===== src/rtl/mapa_pkg.sv =====
// Shared constants, state encoding and helpers for the map scan controller.
package mapa_pkg;

  localparam int NUM_MAPAS = 8;
  localparam int SEL_W     = 3;
  localparam int ROW_W     = 7;

  typedef enum logic [1:0] {
    ST_IDLE  = 2'd0,
    ST_BLANK = 2'd1,
    ST_SCAN  = 2'd2,
    ST_SWAP  = 2'd3
  } scan_state_t;

  function automatic logic [NUM_MAPAS-1:0] col_onehot(input logic [SEL_W-1:0] k);
    return NUM_MAPAS'(1) << k;
  endfunction

endpackage


===== src/rtl/mapa_dwell_timer.sv =====
// Dwell counter for the SCAN phase: counts 0..DWELL-1, wraps, and reports the
// terminal count both for the current cycle and for the value about to be loaded.
module mapa_dwell_timer #(
  parameter int DWELL = 4
) (
  input  logic clk,
  input  logic rst_n,
  input  logic clr_i,
  input  logic inc_i,
  output logic tc_o,
  output logic tc_next_o
);

  localparam int CNT_W = (DWELL > 1) ? $clog2(DWELL) : 1;
  localparam logic [CNT_W-1:0] LAST = CNT_W'(DWELL - 1);

  logic [CNT_W-1:0] cnt_q;
  logic [CNT_W-1:0] cnt_d;

  always_comb begin
    cnt_d = cnt_q;
    if (clr_i) begin
      cnt_d = '0;
    end else if (inc_i) begin
      cnt_d = (cnt_q == LAST) ? '0 : cnt_q + CNT_W'(1);
    end
  end

  always_ff @(posedge clk or negedge rst_n) begin
    if (!rst_n) begin
      cnt_q <= '0;
    end else begin
      cnt_q <= cnt_d;
    end
  end

  assign tc_o      = (cnt_q == LAST);
  // Lets the controller register pulses that must coincide with the last SCAN cycle.
  assign tc_next_o = (cnt_d == LAST);

endmodule


===== src/rtl/mapa_scan_ctrl.sv =====
// Column scan controller for a 7-row, 8-column multiplexed display: sequences
// sel, blanks between columns, latches row data and offers a per-frame swap window.
module mapa_scan_ctrl
  import mapa_pkg::*;
#(
  parameter int DWELL = 4
) (
  input  logic                 clk,
  input  logic                 rst_n,
  input  logic                 enable,
  input  logic                 hold,
  input  logic                 frame_req,
  input  logic [ROW_W-1:0]     mux_out,
  output logic [SEL_W-1:0]     sel,
  output logic [NUM_MAPAS-1:0] col_en,
  output logic [ROW_W-1:0]     row_out,
  output logic                 frame_done,
  output logic                 frame_ack,
  output logic                 busy,
  output scan_state_t          state_dbg
);

  localparam logic [SEL_W-1:0] LAST_COL = SEL_W'(NUM_MAPAS - 1);

  scan_state_t          state_q, state_d;
  logic [SEL_W-1:0]     sel_q, sel_d;
  logic [ROW_W-1:0]     row_q, row_d;
  logic [NUM_MAPAS-1:0] col_en_q, col_en_d;
  logic                 done_q, done_d;
  logic                 ack_q, ack_d;
  logic                 busy_q, busy_d;

  logic tmr_clr;
  logic tmr_inc;
  logic tc;
  logic tc_next;
  logic frozen;

  assign frozen = hold && (state_q != ST_IDLE);

  mapa_dwell_timer #(
    .DWELL (DWELL)
  ) u_dwell (
    .clk       (clk),
    .rst_n     (rst_n),
    .clr_i     (tmr_clr),
    .inc_i     (tmr_inc),
    .tc_o      (tc),
    .tc_next_o (tc_next)
  );

  // Handshake: frame_req is a level held by the map-update logic; it is looked at
  // only on the last SCAN cycle of the last column. frame_ack pulses for the one
  // SWAP cycle (all columns dark); maps may change on the edge that ends it, and
  // the following BLANK captures the new contents for column 0.
  always_comb begin
    state_d = state_q;
    sel_d   = sel_q;
    row_d   = row_q;
    tmr_clr = 1'b0;
    tmr_inc = 1'b0;
    if (!enable) begin
      state_d = ST_IDLE;
      sel_d   = '0;
      row_d   = '0;
      tmr_clr = 1'b1;
    end else if (!frozen) begin
      unique case (state_q)
        ST_IDLE: begin
          state_d = ST_BLANK;
          sel_d   = '0;
          tmr_clr = 1'b1;
        end
        ST_BLANK: begin
          state_d = ST_SCAN;
          row_d   = mux_out;
          tmr_clr = 1'b1;
        end
        ST_SCAN: begin
          tmr_inc = 1'b1;
          if (tc) begin
            if (sel_q == LAST_COL) begin
              sel_d   = '0;
              state_d = frame_req ? ST_SWAP : ST_BLANK;
            end else begin
              sel_d   = sel_q + SEL_W'(1);
              state_d = ST_BLANK;
            end
          end
        end
        ST_SWAP: begin
          state_d = ST_BLANK;
          sel_d   = '0;
          tmr_clr = 1'b1;
        end
      endcase
    end
  end

  // Output registers are loaded from the next state, so every output settles on
  // the same edge as the state it describes. A frozen cycle reproduces the same values.
  always_comb begin
    col_en_d = (state_d == ST_SCAN) ? col_onehot(sel_d) : '0;
    done_d   = (state_d == ST_SCAN) && (sel_d == LAST_COL) && tc_next;
    ack_d    = (state_d == ST_SWAP);
    busy_d   = (state_d != ST_IDLE);
  end

  always_ff @(posedge clk or negedge rst_n) begin
    if (!rst_n) begin
      state_q  <= ST_IDLE;
      sel_q    <= '0;
      row_q    <= '0;
      col_en_q <= '0;
      done_q   <= 1'b0;
      ack_q    <= 1'b0;
      busy_q   <= 1'b0;
    end else begin
      state_q  <= state_d;
      sel_q    <= sel_d;
      row_q    <= row_d;
      col_en_q <= col_en_d;
      done_q   <= done_d;
      ack_q    <= ack_d;
      busy_q   <= busy_d;
    end
  end

  assign sel       = sel_q;
  assign col_en    = col_en_q;
  assign row_out   = row_q;
  assign busy      = busy_q;
  assign state_dbg = state_q;
  // Pulses are masked while frozen so each one is seen exactly once, after release.
  assign frame_done = done_q && !frozen;
  assign frame_ack  = ack_q && !frozen;

endmodule


===== config.mk =====
export PLATFORM = sky130hd
export DESIGN_NAME = mapa_scan_ctrl
export DESIGN_NICKNAME = d
export VERILOG_FILES = /design/src/rtl/mapa_pkg.sv /design/src/rtl/mapa_dwell_timer.sv /design/src/rtl/mapa_scan_ctrl.sv
export SDC_FILE = /design/constraint.sdc
export NUM_CORES = 1
export LEC_CHECK = 0
export BUFFER_PORTS_ARGS = -buffer_cell sky130_fd_sc_hd__buf_2
export CAP_MARGIN = 40
export CORE_MARGIN = 5
export CORE_UTILIZATION = 55
export DETAILED_ROUTE_END_ITERATION = 16
export MAX_ROUTING_LAYER = met4
export PLACE_DENSITY = 0.83
export SLEW_MARGIN = 20
export SYNTH_ARGS = -nofsm -noshare
export SYNTH_HDL_FRONTEND = slang
export SYNTH_SLANG_ARGS = --single-unit

===== constraint.sdc =====
create_clock -name clk -period 4.7 [get_ports clk]
set_clock_uncertainty 0.2 [all_clocks]
set_input_delay 0.94 -clock clk [delete_from_list [all_inputs] [get_ports clk]]
set_output_delay 0.94 -clock clk [all_outputs]
set_load 0.01 [all_outputs]

==> impl_metrics.prom <==
# TYPE chip_impl_metric gauge
chip_impl_info{name="synth_top_cell_by_area",value="sky130_fd_sc_hd__dfrtp_1"} 1
chip_impl_metric{name="clk-insertion-delay-late",unit="ps"} 310
chip_impl_metric{name="grt_usage",unit="%"} 17.7
chip_impl_metric{name="die_width",unit="um"} 58.6
chip_impl_info{name="post-synth-top-count-cell",value="sky130_fd_sc_hd__dfrtp_1"} 1
chip_impl_metric{name="totalPowerFinal",unit="mW"} 0.576
chip_impl_metric{name="cp.buffers_inverters",unit=""} 2
chip_impl_metric{name="vdd_drop_max",unit="mV"} 0.382
chip_impl_metric{name="die_h",unit="um"} 58.6
chip_impl_metric{name="sequential_cell_area",unit="sq um"} 626
chip_impl_metric{name="antenna_found_initial",unit=""} 0
chip_impl_info{name="timing.critical_path.mode_cell",value="sky130_fd_sc_hd__buf_2"} 1
chip_impl_metric{name="cpPeakStageDelay",unit="ps"} 570
chip_impl_metric{name="antenna_left",unit=""} 0
chip_impl_metric{name="layout_min_cycle_time",unit="ps"} 3110
chip_impl_info{name="cts.root.buffer_cell",value="sky130_fd_sc_hd__clkbuf_4"} 1
chip_impl_metric{name="ys_seq_elements",unit=""} 25
chip_impl_metric{name="core_area",unit="sq mm"} 0.00223
chip_impl_info{name="crit_path_end_kind",value="output port"} 1
chip_impl_metric{name="worstMarginPinSlew",unit="ps"} 646
chip_impl_metric{name="insertedDiodeCount",unit=""} 0
chip_impl_metric{name="cap_violations",unit=""} 0
chip_impl_info{name="ranking_of_synthesized_cells_by_area",value="sky130_fd_sc_hd__dfrtp_1 (48%), sky130_fd_sc_hd__ha_1 (5.8%), sky130_fd_sc_hd__a21boi_0 (4.6%)"} 1
chip_impl_info{name="cpLargestDelayFamily",value="simple AND/OR/NAND/NOR gates"} 1
chip_impl_metric{name="final_layout_size_suffix_gt1_share",unit="%"} 29.0
chip_impl_metric{name="power_frac_clock",unit="%"} 16.0
chip_impl_metric{name="place_worst_setup_slack",unit="ps"} 1600
chip_impl_metric{name="yosysSeqAreaShare",unit="%"} 48.2
chip_impl_metric{name="worst_case_clock_buffer_depth",unit=""} 2
chip_impl_metric{name="cts_post_setup_buffers_inserted",unit=""} 0
chip_impl_info{name="clock_tree_from_tritoncts",value="done"} 1
chip_impl_metric{name="grt_first_pass_wirelength",unit="um"} 4570
chip_impl_info{name="netlist_top_cells_count",value="sky130_fd_sc_hd__dfrtp_1 (25), sky130_fd_sc_hd__nand2_1 (14), sky130_fd_sc_hd__nand3_1 (11), sky130_fd_sc_hd__a21boi_0 (8), sky130_fd_sc_hd__nor3_1 (8)"} 1
chip_impl_metric{name="dp_hpwl",unit="um"} 1970
chip_impl_metric{name="grt_start_max_net_pins",unit=""} 26
chip_impl_metric{name="netlist_instances",unit=""} 129
chip_impl_metric{name="floorplan.initialDensity",unit="%"} 58.2
chip_impl_info{name="cell_chain_critical_path",value="buf_2 -> or2b_1 -> and2_1 -> buf_2"} 1
chip_impl_metric{name="syn_avg_cell_area",unit="sq um"} 10.1
chip_impl_metric{name="yosys_warnings",unit=""} 0
chip_impl_info{name="outcome",value="complete, no violations"} 1
chip_impl_metric{name="netlist-cell-type-count",unit=""} 42
chip_impl_metric{name="synth_fp_nets",unit=""} 147
chip_impl_metric{name="finalSetupViolations",unit=""} 0
chip_impl_metric{name="drtPass1Iterations",unit=""} 4
chip_impl_metric{name="tritoncts.num_buffers",unit=""} 3
chip_impl_metric{name="tns",unit="ps"} 0
chip_impl_metric{name="slew_violations",unit=""} 0
chip_impl_metric{name="worst-r2r-setup-slack",unit="ps"} 2320
chip_impl_metric{name="final_critical_path_setup_slack",unit="ps"} 1590
chip_impl_metric{name="power.density_cell_area",unit="mW/mm^2"} 384
chip_impl_metric{name="drt_iter0_drc",unit=""} 19
chip_impl_metric{name="area.growth.synth_to_final",unit="%"} 15.6
chip_impl_metric{name="path_max_fanout",unit=""} 22
chip_impl_metric{name="yosysTopAreaCellShare",unit="%"} 48.2
chip_impl_metric{name="critical_path_required",unit="ps"} 3560
chip_impl_metric{name="count_of_flip_flops_with_a_built_in_enable_after_synthesis",unit=""} 0
chip_impl_metric{name="multi_input_area",unit="sq um"} 633
chip_impl_metric{name="finalHoldViolCount",unit=""} 0
chip_impl_metric{name="combPwrFrac",unit="%"} 39.5
chip_impl_metric{name="reported_leakage_power",unit="nW"} 0.748
chip_impl_metric{name="standard_cell_rows",unit=""} 17
chip_impl_metric{name="cts_repair_resize_count",unit=""} 0
chip_impl_metric{name="p_switching",unit="mW"} 0.211
chip_impl_metric{name="data_arrival_time_at_the_worst_slack_endpoint",unit="ps"} 1970
chip_impl_info{name="rsz0062_at_grt",value="false"} 1
chip_impl_metric{name="routed_wirelength",unit="um"} 2530
chip_impl_metric{name="fillerInstances",unit=""} 195
chip_impl_metric{name="async_flop_share",unit="%"} 100
chip_impl_metric{name="clock_input_transition_at_the_sequential_cells_of_the_worst_setup_and_hold_paths",unit="ps"} 130
chip_impl_info{name="synth_flop_cell",value="sky130_fd_sc_hd__dfrtp_1"} 1
chip_impl_metric{name="top_level_ports",unit=""} 35
chip_impl_metric{name="via_per_inst",unit=""} 5.68
chip_impl_metric{name="grt_overflow",unit=""} 0
chip_impl_info{name="timing_worst_setup_path_type",value="in2out"} 1
chip_impl_metric{name="p_seq_share",unit="%"} 44.5
chip_impl_metric{name="clock_tree.htree_level_count",unit=""} 1
chip_impl_metric{name="intPower",unit="mW"} 0.365
chip_impl_metric{name="cts-hold-fix-buffers",unit=""} 0
chip_impl_info{name="min_path_type",value="reg2reg"} 1
chip_impl_metric{name="dr_total_vias",unit=""} 1079
chip_impl_metric{name="dieArea",unit="sq mm"} 0.00343
chip_impl_metric{name="layout.nets",unit=""} 181
chip_impl_metric{name="detail_route.drc_violations",unit=""} 0
chip_impl_metric{name="max_clock_freq",unit="MHz"} 321
chip_impl_metric{name="layout_worst_path_cycle_share",unit="%"} 66.2
chip_impl_metric{name="port_buffers",unit=""} 34
chip_impl_metric{name="worst_slew_margin_rel",unit="%"} 56.9
chip_impl_metric{name="switch_share",unit="%"} 36.7
chip_impl_info{name="crit_path_top_delay_cell",value="sky130_fd_sc_hd__or2b_1"} 1
chip_impl_metric{name="grt_pass1_vias",unit=""} 1004
chip_impl_info{name="cp-start-kind",value="input pin"} 1
chip_impl_metric{name="gp_congestion",unit=""} 0.898
chip_impl_metric{name="post_synth_instance_area",unit="sq mm"} 0.00130
chip_impl_metric{name="cts.sink_count",unit=""} 25
chip_impl_metric{name="drt-wirelength-per-cell",unit="um"} 13.3
[cells by family after synthesis]
kind of cell | count (synthesis) | synth area share, %
adders and majority gates | 6 | 5.78
AOI/OAI and AO/OA | 28 | 15.7
muxes | 2 | 1.64
DFF | 25 | 48.2
buffers and inverters | 8 | 3.08
and+or+nand+nor | 60 | 25.6
[worst paths after layout]
kind / cells after the start / end / start
worst max-delay path: 4 / frame_done / hold
worst min-delay path: 2 / row_out[1] / row_out[1]
worst max register to register: 6 / done_q / state_dbg[0]
worst min register to register: 2 / row_out[1] / row_out[1]
max in group asynchronous: 1 / sel[0] / rst_n
min in group asynchronous: 1 / row_out[4] / rst_n
[layout by cell type, fill, tap and decap left out, types with 2 or more instances in the layout]
cell type                   n
sky130_fd_sc_hd__and2_1     4
sky130_fd_sc_hd__dfrtp_1   25
sky130_fd_sc_hd__nor3_1     8
sky130_fd_sc_hd__inv_1      2
sky130_fd_sc_hd__nor2_1     4
sky130_fd_sc_hd__o21ai_0    3
sky130_fd_sc_hd__nand2_1   14
sky130_fd_sc_hd__ha_1       6
sky130_fd_sc_hd__buf_2     34
sky130_fd_sc_hd__nand3_1   11
sky130_fd_sc_hd__clkbuf_4   3
sky130_fd_sc_hd__or2b_1     2
sky130_fd_sc_hd__a21o_1     4
sky130_fd_sc_hd__nor2b_1    4
sky130_fd_sc_hd__a21boi_0   8
sky130_fd_sc_hd__nor4_1     2
sky130_fd_sc_hd__a21oi_1    4
[state kept, by name (all words and copies together), names as in the netlist]
name / count
col_en: 8
state_dbg: 2
row_out: 7
busy: 1
done_q: 1
u_dwell.cnt_q: 2
sel: 3
ack_q: 1
[tightest hold or removal path, delay by kind of cell (launching register included)]
kind             cells  cell delay, ps
AO/OA/AOI/OAI        1              60
AND/OR/NAND/NOR      1              50
flip-flops           1             390
[metrics by stage]
| stage | hold slack, ps | cell area [sq um] | instances | util [%] |
|---|---|---|---|---|
| 2_1_floorplan | 316 | 1300 | 129 | - |
| 3_3_place_gp | 315 | 1480 | 186 | 66.1 |
| 3_5_place_dp | 323 | 1480 | 186 | 66.1 |
| 4_1_cts | 341 | 1500 | 190 | 67.2 |
| 5_1_grt | 351 | 1500 | 190 | 67.2 |
| 6_report | 331 | 1500 | 190 | 67.2 |
[final cells by class]
cell class / instances / share of cell area, %
multi-input combinational: 96 / 42.2
sequential: 25 / 41.7
timing repair buffer: 34 / 11.3
tap: 28 / 2.33
clock buffer: 4 / 1.75
inverter: 3 / 0.750
[power groups by stage]
stage	clock network (mW)	registers, mW	logic [mW]
after floorplan	0	0.271	0.157
after global placement	0	0.259	0.219
after detailed placement	0	0.261	0.229
after CTS	0.0969	0.257	0.229
after global routing	0.108	0.262	0.257
final	0.0925	0.256	0.227
[layer usage]
metal	vias up	wire length [um]	global-route usage, %
met2	36	1210	27.8
met3	6	158	2.85
met1	510	1100	22.2
met5	-	0	-
li1	527	-	-
met4	0	61	8.74
Power figures use the tool's default switching activity.
